## config.mk

```make
export PLATFORM = sky130hd
export DESIGN_NAME = pte_barrier_queue
export DESIGN_NICKNAME = d
export VERILOG_FILES = /design/src/rtl/pte_barrier_queue.sv
export SDC_FILE = /design/constraint.sdc
export NUM_CORES = 1
export LEC_CHECK = 0
export ABC_CLOCK_PERIOD_IN_PS = 8150
export CAP_MARGIN = 10
export CORE_ASPECT_RATIO = 0.5
export CORE_MARGIN = 2
export CORE_UTILIZATION = 47
export CTS_BUF_LIST = sky130_fd_sc_hd__clkbuf_16
export DETAILED_ROUTE_END_ITERATION = 12
export PLACE_DENSITY = 0.79
export SLEW_MARGIN = 20
export SYNTH_ARGS = -nofsm -noshare
export SYNTH_HDL_FRONTEND = slang
export SYNTH_SLANG_ARGS = --single-unit
```

## constraint.sdc

```tcl
create_clock -name clock -period 8.15 [get_ports clock]
set_clock_uncertainty 0.05 [all_clocks]
set_input_delay 1.63 -clock clock [delete_from_list [all_inputs] [get_ports clock]]
set_output_delay 1.63 -clock clock [all_outputs]
set_load 0.05 [all_outputs]
```

## src/rtl/pte_barrier_queue.sv

```systemverilog
// -----------------------------------------------------------------------------
// pte_barrier_queue
//
// Purpose:
//   Registered FIFO that buffers page-table entries between the page-table
//   walker (producer, io_x_*) and the TLB refill path (consumer, io_y_*).
//   Each PTE is classified as it is enqueued. The leaf/fault flags are stored
//   next to the PTE, so the consumer sees them with no extra logic on the
//   head path. io_flush drops every buffered entry, for example on an sfence
//   or a PTW kill.
//
// Handshake (both sides):
//   A transfer happens on a rising clock edge when valid and ready are both
//   high in the cycle before that edge. Valid does not depend on ready.
//   io_x_ready is derived from the occupancy count only, so there is no
//   combinational path from io_y_ready to io_x_ready. A full queue therefore
//   refuses an enqueue even when a dequeue happens in the same cycle.
//   There is no bypass path: an entry enqueued at edge N first appears at the
//   head after edge N.
//
// Ports:
//   clock                  single clock; all state updates on posedge
//   reset                  synchronous, active-low
//   io_flush               drop all entries at the next edge
//   io_x_valid/ready       producer handshake (ready = !full)
//   io_x_ppn, io_x_d..v    incoming PTE fields
//   io_y_valid/ready       consumer handshake (valid = !empty)
//   io_y_ppn, io_y_d..v    head PTE fields
//   io_y_leaf              head is a leaf:      v & (r | x)
//   io_y_fault             head is malformed:   !v | (w & !r)
//   io_count               number of entries held
// -----------------------------------------------------------------------------
module pte_barrier_queue #(
    parameter int PPN_W = 54,
    parameter int DEPTH = 2
) (
    input  logic                       clock,
    input  logic                       reset,
    input  logic                       io_flush,
    input  logic                       io_x_valid,
    output logic                       io_x_ready,
    input  logic [PPN_W-1:0]           io_x_ppn,
    input  logic                       io_x_d,
    input  logic                       io_x_a,
    input  logic                       io_x_g,
    input  logic                       io_x_u,
    input  logic                       io_x_x,
    input  logic                       io_x_w,
    input  logic                       io_x_r,
    input  logic                       io_x_v,
    output logic                       io_y_valid,
    input  logic                       io_y_ready,
    output logic [PPN_W-1:0]           io_y_ppn,
    output logic                       io_y_d,
    output logic                       io_y_a,
    output logic                       io_y_g,
    output logic                       io_y_u,
    output logic                       io_y_x,
    output logic                       io_y_w,
    output logic                       io_y_r,
    output logic                       io_y_v,
    output logic                       io_y_leaf,
    output logic                       io_y_fault,
    output logic [$clog2(DEPTH+1)-1:0] io_count
);

    localparam int PTR_W = $clog2(DEPTH);
    localparam int CNT_W = $clog2(DEPTH + 1);
    // Entry layout, MSB first: ppn, d, a, g, u, x, w, r, v, leaf, fault
    localparam int ENT_W = PPN_W + 10;

    logic [PTR_W-1:0] wr_ptr_q, wr_ptr_d;
    logic [PTR_W-1:0] rd_ptr_q, rd_ptr_d;
    logic [CNT_W-1:0] count_q, count_d;

    // Storage is deliberately not reset. Head data is don't-care while empty.
    logic [ENT_W-1:0] mem_q [DEPTH];

    logic             full;
    logic             empty;
    logic             enq;
    logic             deq;
    logic             mem_we;
    logic             pte_leaf;
    logic             pte_fault;
    logic [ENT_W-1:0] wr_entry;
    logic [ENT_W-1:0] head;

    always_comb begin
        full      = (count_q == CNT_W'(DEPTH));
        empty     = (count_q == '0);

        // Classification depends only on the attribute bits. A pointer PTE
        // (v=1, r=w=x=0) is neither a leaf nor a fault.
        pte_leaf  = io_x_v & (io_x_r | io_x_x);
        pte_fault = ~io_x_v | (io_x_w & ~io_x_r);
        wr_entry  = {io_x_ppn, io_x_d, io_x_a, io_x_g, io_x_u,
                     io_x_x, io_x_w, io_x_r, io_x_v, pte_leaf, pte_fault};

        enq       = io_x_valid & ~full;
        deq       = io_y_ready & ~empty;

        // A flushed cycle still shows ready to the producer. The accepted
        // entry is dropped on purpose, so storage is not written.
        mem_we    = enq & ~io_flush & reset;

        wr_ptr_d  = wr_ptr_q;
        rd_ptr_d  = rd_ptr_q;
        count_d   = count_q;

        if (io_flush) begin
            wr_ptr_d = '0;
            rd_ptr_d = '0;
            count_d  = '0;
        end else begin
            // DEPTH is a power of two, so the pointers wrap naturally.
            if (enq) begin
                wr_ptr_d = wr_ptr_q + PTR_W'(1);
            end
            if (deq) begin
                rd_ptr_d = rd_ptr_q + PTR_W'(1);
            end
            case ({enq, deq})
                2'b10:   count_d = count_q + CNT_W'(1);
                2'b01:   count_d = count_q - CNT_W'(1);
                default: count_d = count_q;
            endcase
        end
    end

    always_ff @(posedge clock) begin
        if (!reset) begin
            wr_ptr_q <= '0;
            rd_ptr_q <= '0;
            count_q  <= '0;
        end else begin
            wr_ptr_q <= wr_ptr_d;
            rd_ptr_q <= rd_ptr_d;
            count_q  <= count_d;
        end
    end

    always_ff @(posedge clock) begin
        if (mem_we) begin
            mem_q[wr_ptr_q] <= wr_entry;
        end
    end

    // The head is read combinationally from the entry at rd_ptr. It stays
    // stable while the consumer stalls because only a dequeue moves rd_ptr.
    always_comb begin
        head       = mem_q[rd_ptr_q];
        io_y_ppn   = head[ENT_W-1 -: PPN_W];
        io_y_d     = head[9];
        io_y_a     = head[8];
        io_y_g     = head[7];
        io_y_u     = head[6];
        io_y_x     = head[5];
        io_y_w     = head[4];
        io_y_r     = head[3];
        io_y_v     = head[2];
        io_y_leaf  = head[1];
        io_y_fault = head[0];
        io_x_ready = ~full;
        io_y_valid = ~empty;
        io_count   = count_q;
    end

endmodule
```

==> impl_metrics.json <==
{
  "ios": 135,
  "drive_gt1_share_pct": 25.4,
  "path_max_fanout": 34,
  "grt_pass1_wl_mm": 14.3,
  "cts_tree": "done",
  "drv_slew": 0,
  "dpl.hpwl_mm": 6.16,
  "cts_resized": 0,
  "cap_violations": 0,
  "fmax_ghz": 0.220,
  "ys_ff_latch": 133,
  "cp.required_ns": 6.47,
  "max_stage_delay_ns": 0.80,
  "grt_pass1_vias": 2825,
  "finalHoldViolCount": 0,
  "fin_hold_ws_ns": 0.471,
  "yosysWarningCount": 0,
  "yosysTopAreaCellShare_pct": 79.4,
  "synth_largest_area_cell": "edfxtp_1",
  "finalNetCount": 445,
  "final_util_pct": 68.5,
  "area_delta_synth_final_pct": 43.1,
  "final_area_sq_um": 6930,
  "via_count": 2583,
  "yosys.cell_types.count": 19,
  "cts_setup_buffers": 0,
  "yosysMostFrequentCell": "edfxtp_1",
  "fillers": 630,
  "synth-edff-count": 128,
  "setup_tns_ns": 0,
  "cts_buffers": 17,
  "multiInputGateArea_sq_um": 867,
  "critPathBufInv": 2,
  "outcome": "finished clean",
  "cellLeakagePower_uw": 0.00233,
  "clk_path_buf_depth": 2,
  "regArea_sq_um": 3950,
  "p_per_area_nw_per_um2": 237,
  "crit_family": "buffers and inverters",
  "syn_nets": 296,
  "wl_per_cell_um": 18.5,
  "grt_setup_unrepaired": "false",
  "synth_seq_area_share_pct": 81.4,
  "setup_violations": 0,
  "path_cells": "buf_4, mux2_2, clkdlybuf4s50_1",
  "die-area_sq_um": 11200,
  "worst_pin_slew_ns": 0.865,
  "cts-htree-levels": 4,
  "port_buffers": 134,
  "grt_max_degree": 65,
  "avgViaCountPerCell": 4.87,
  "max_slew_margin_pct": 42.3,
  "startpoint_type": "register",
  "rows": 26,
  "place_area_sq_um": 6360,
  "cts_sinks": 133,
  "insertion_delay_ns": 0.40,
  "fin_crit_sh_pct": 55.9,
  "initial_core_util_pct": 47.9,
  "routed_wl_mm": 9.79,
  "drt_iter0_drc": 146,
  "synthFlopType": "edfxtp_1",
  "cp.arrival_ns": 2.87,
  "globalplace.congestion": 0.729,
  "synth.area.top_cells": "edfxtp_1, mux2_2, dfxtp_1",
  "die_height_um": 75.8,
  "clockRootBuffer": "clkbuf_16",
  "die_w_um": 148,
  "hold_path_class": "reg -> reg",
  "cp-end-kind": "output pin",
  "ir_worst_vdd_uv": 144,
  "min_period_ns": 4.55,
  "antennaDiodeCount": 0,
  "antenna_found_initial": 0,
  "async_flop_share_pct": 0,
  "crit_slowest_cell": "dfxtp_2",
  "synth.top_cells.by_count": "edfxtp_1, mux2_2, buf_2",
  "drc": 0,
  "grt_usage_pct": 17.7,
  "ctsHoldBuffers": 0,
  "path_clk_slew_ns": 0.05,
  "grt_overflow": 0,
  "core_sq_um": 10100,
  "synth_area_sq_um": 4840,
  "dr.pass1.iters": 4,
  "worstSetupPathType": "reg -> out",
  "synth.avg_cell_area_sq_um": 21.2,
  "antenna_left": 0,
  "syn_inst": 228
}
## metrics by stage
| step | std cells | worst slack (ns) | power, uW |
|---|---|---|---|
| CTS | 530 | 3.57 | 1660 |
| floorplan | 228 | 1.25 | 859 |
| global placement | 498 | 4.07 | 921 |
| global route | 530 | 3.48 | 1690 |
| detailed placement | 498 | 4.02 | 925 |
| finish | 530 | 3.60 | 1650 |
## cells by family (layout without fill, tap and decap cells)
group | Yosys count | in the layout | synth area share (%)
flops | 133 | 133 | 81.4
buf+inv | 9 | 171 | 0.878
compound gates | 7 | 7 | 0.878
fa+ha+maj | 1 | 1 | 0.258
simple gates | 11 | 11 | 1.14
mux | 64 | 64 | 14.9
xor+xnor | 3 | 3 | 0.543
## worst min-delay path: stages (launching register included)
cell and delay [ns]:
dfxtp_1 0.32, xnor2_1 0.08, nor2_1 0.08
## report_power, final
group	internal, uW	switching, uW	total (uW)
logic	63.4	78.2	142
clock network	471	262	734
registers	765	5.35	770
## sequential cells by signal, indices dropped and copies added, names as in the netlist, named ones only
name,cells
io_count,2
wr_ptr_q,1
rd_ptr_q,1
mem_q,128
## cell usage in the layout, fill, tap and decap left out
master,instances
nor3_2,2
inv_1,5
a21o_1,1
o21ai_0,2
clkdlybuf4s50_1,134
buf_4,3
clkbuf_16,17
or3_1,1
ha_1,1
nand3_1,1
or2_2,1
xnor2_1,2
clkinv_2,7
dfxtp_1,4
dfxtp_2,1
nand2_1,1
clkinv_1,1
bufinv_16,3
clkinvlp_4,1
o21a_1,2
xor2_1,1
nand2b_1,2
nor2_1,3
edfxtp_1,128
a21oi_1,2
mux2_2,64
## cell type report
type,instances,area share (%)
inverters,2,0.108
clock buffers,17,6.14
well taps,140,2.53
repair buffers,137,19.7
flip-flops and latches,133,56.9
clock inverters,15,2.13
multi-input cells,86,12.5
## layer usage
layer,share of wire [%],vias up,GRT usage [%]
li1,-,1198,-
met2,57,75,34.5
met1,37,1288,17.5
met3,4.5,22,5.93
met4,2.2,0,9.40
met5,0,-,0
## final timing paths
check | start | end | slack [ns] | cells past startpoint
max | register | io_y_leaf | 3.60 | 3
min | rd_ptr_q | register | 0.47 | 2
max reg2reg | io_count[0] | mem_q[1][27] | 6.04 | 4
min reg2reg | rd_ptr_q | register | 0.47 | 2
(Power assumes the default switching activity.)
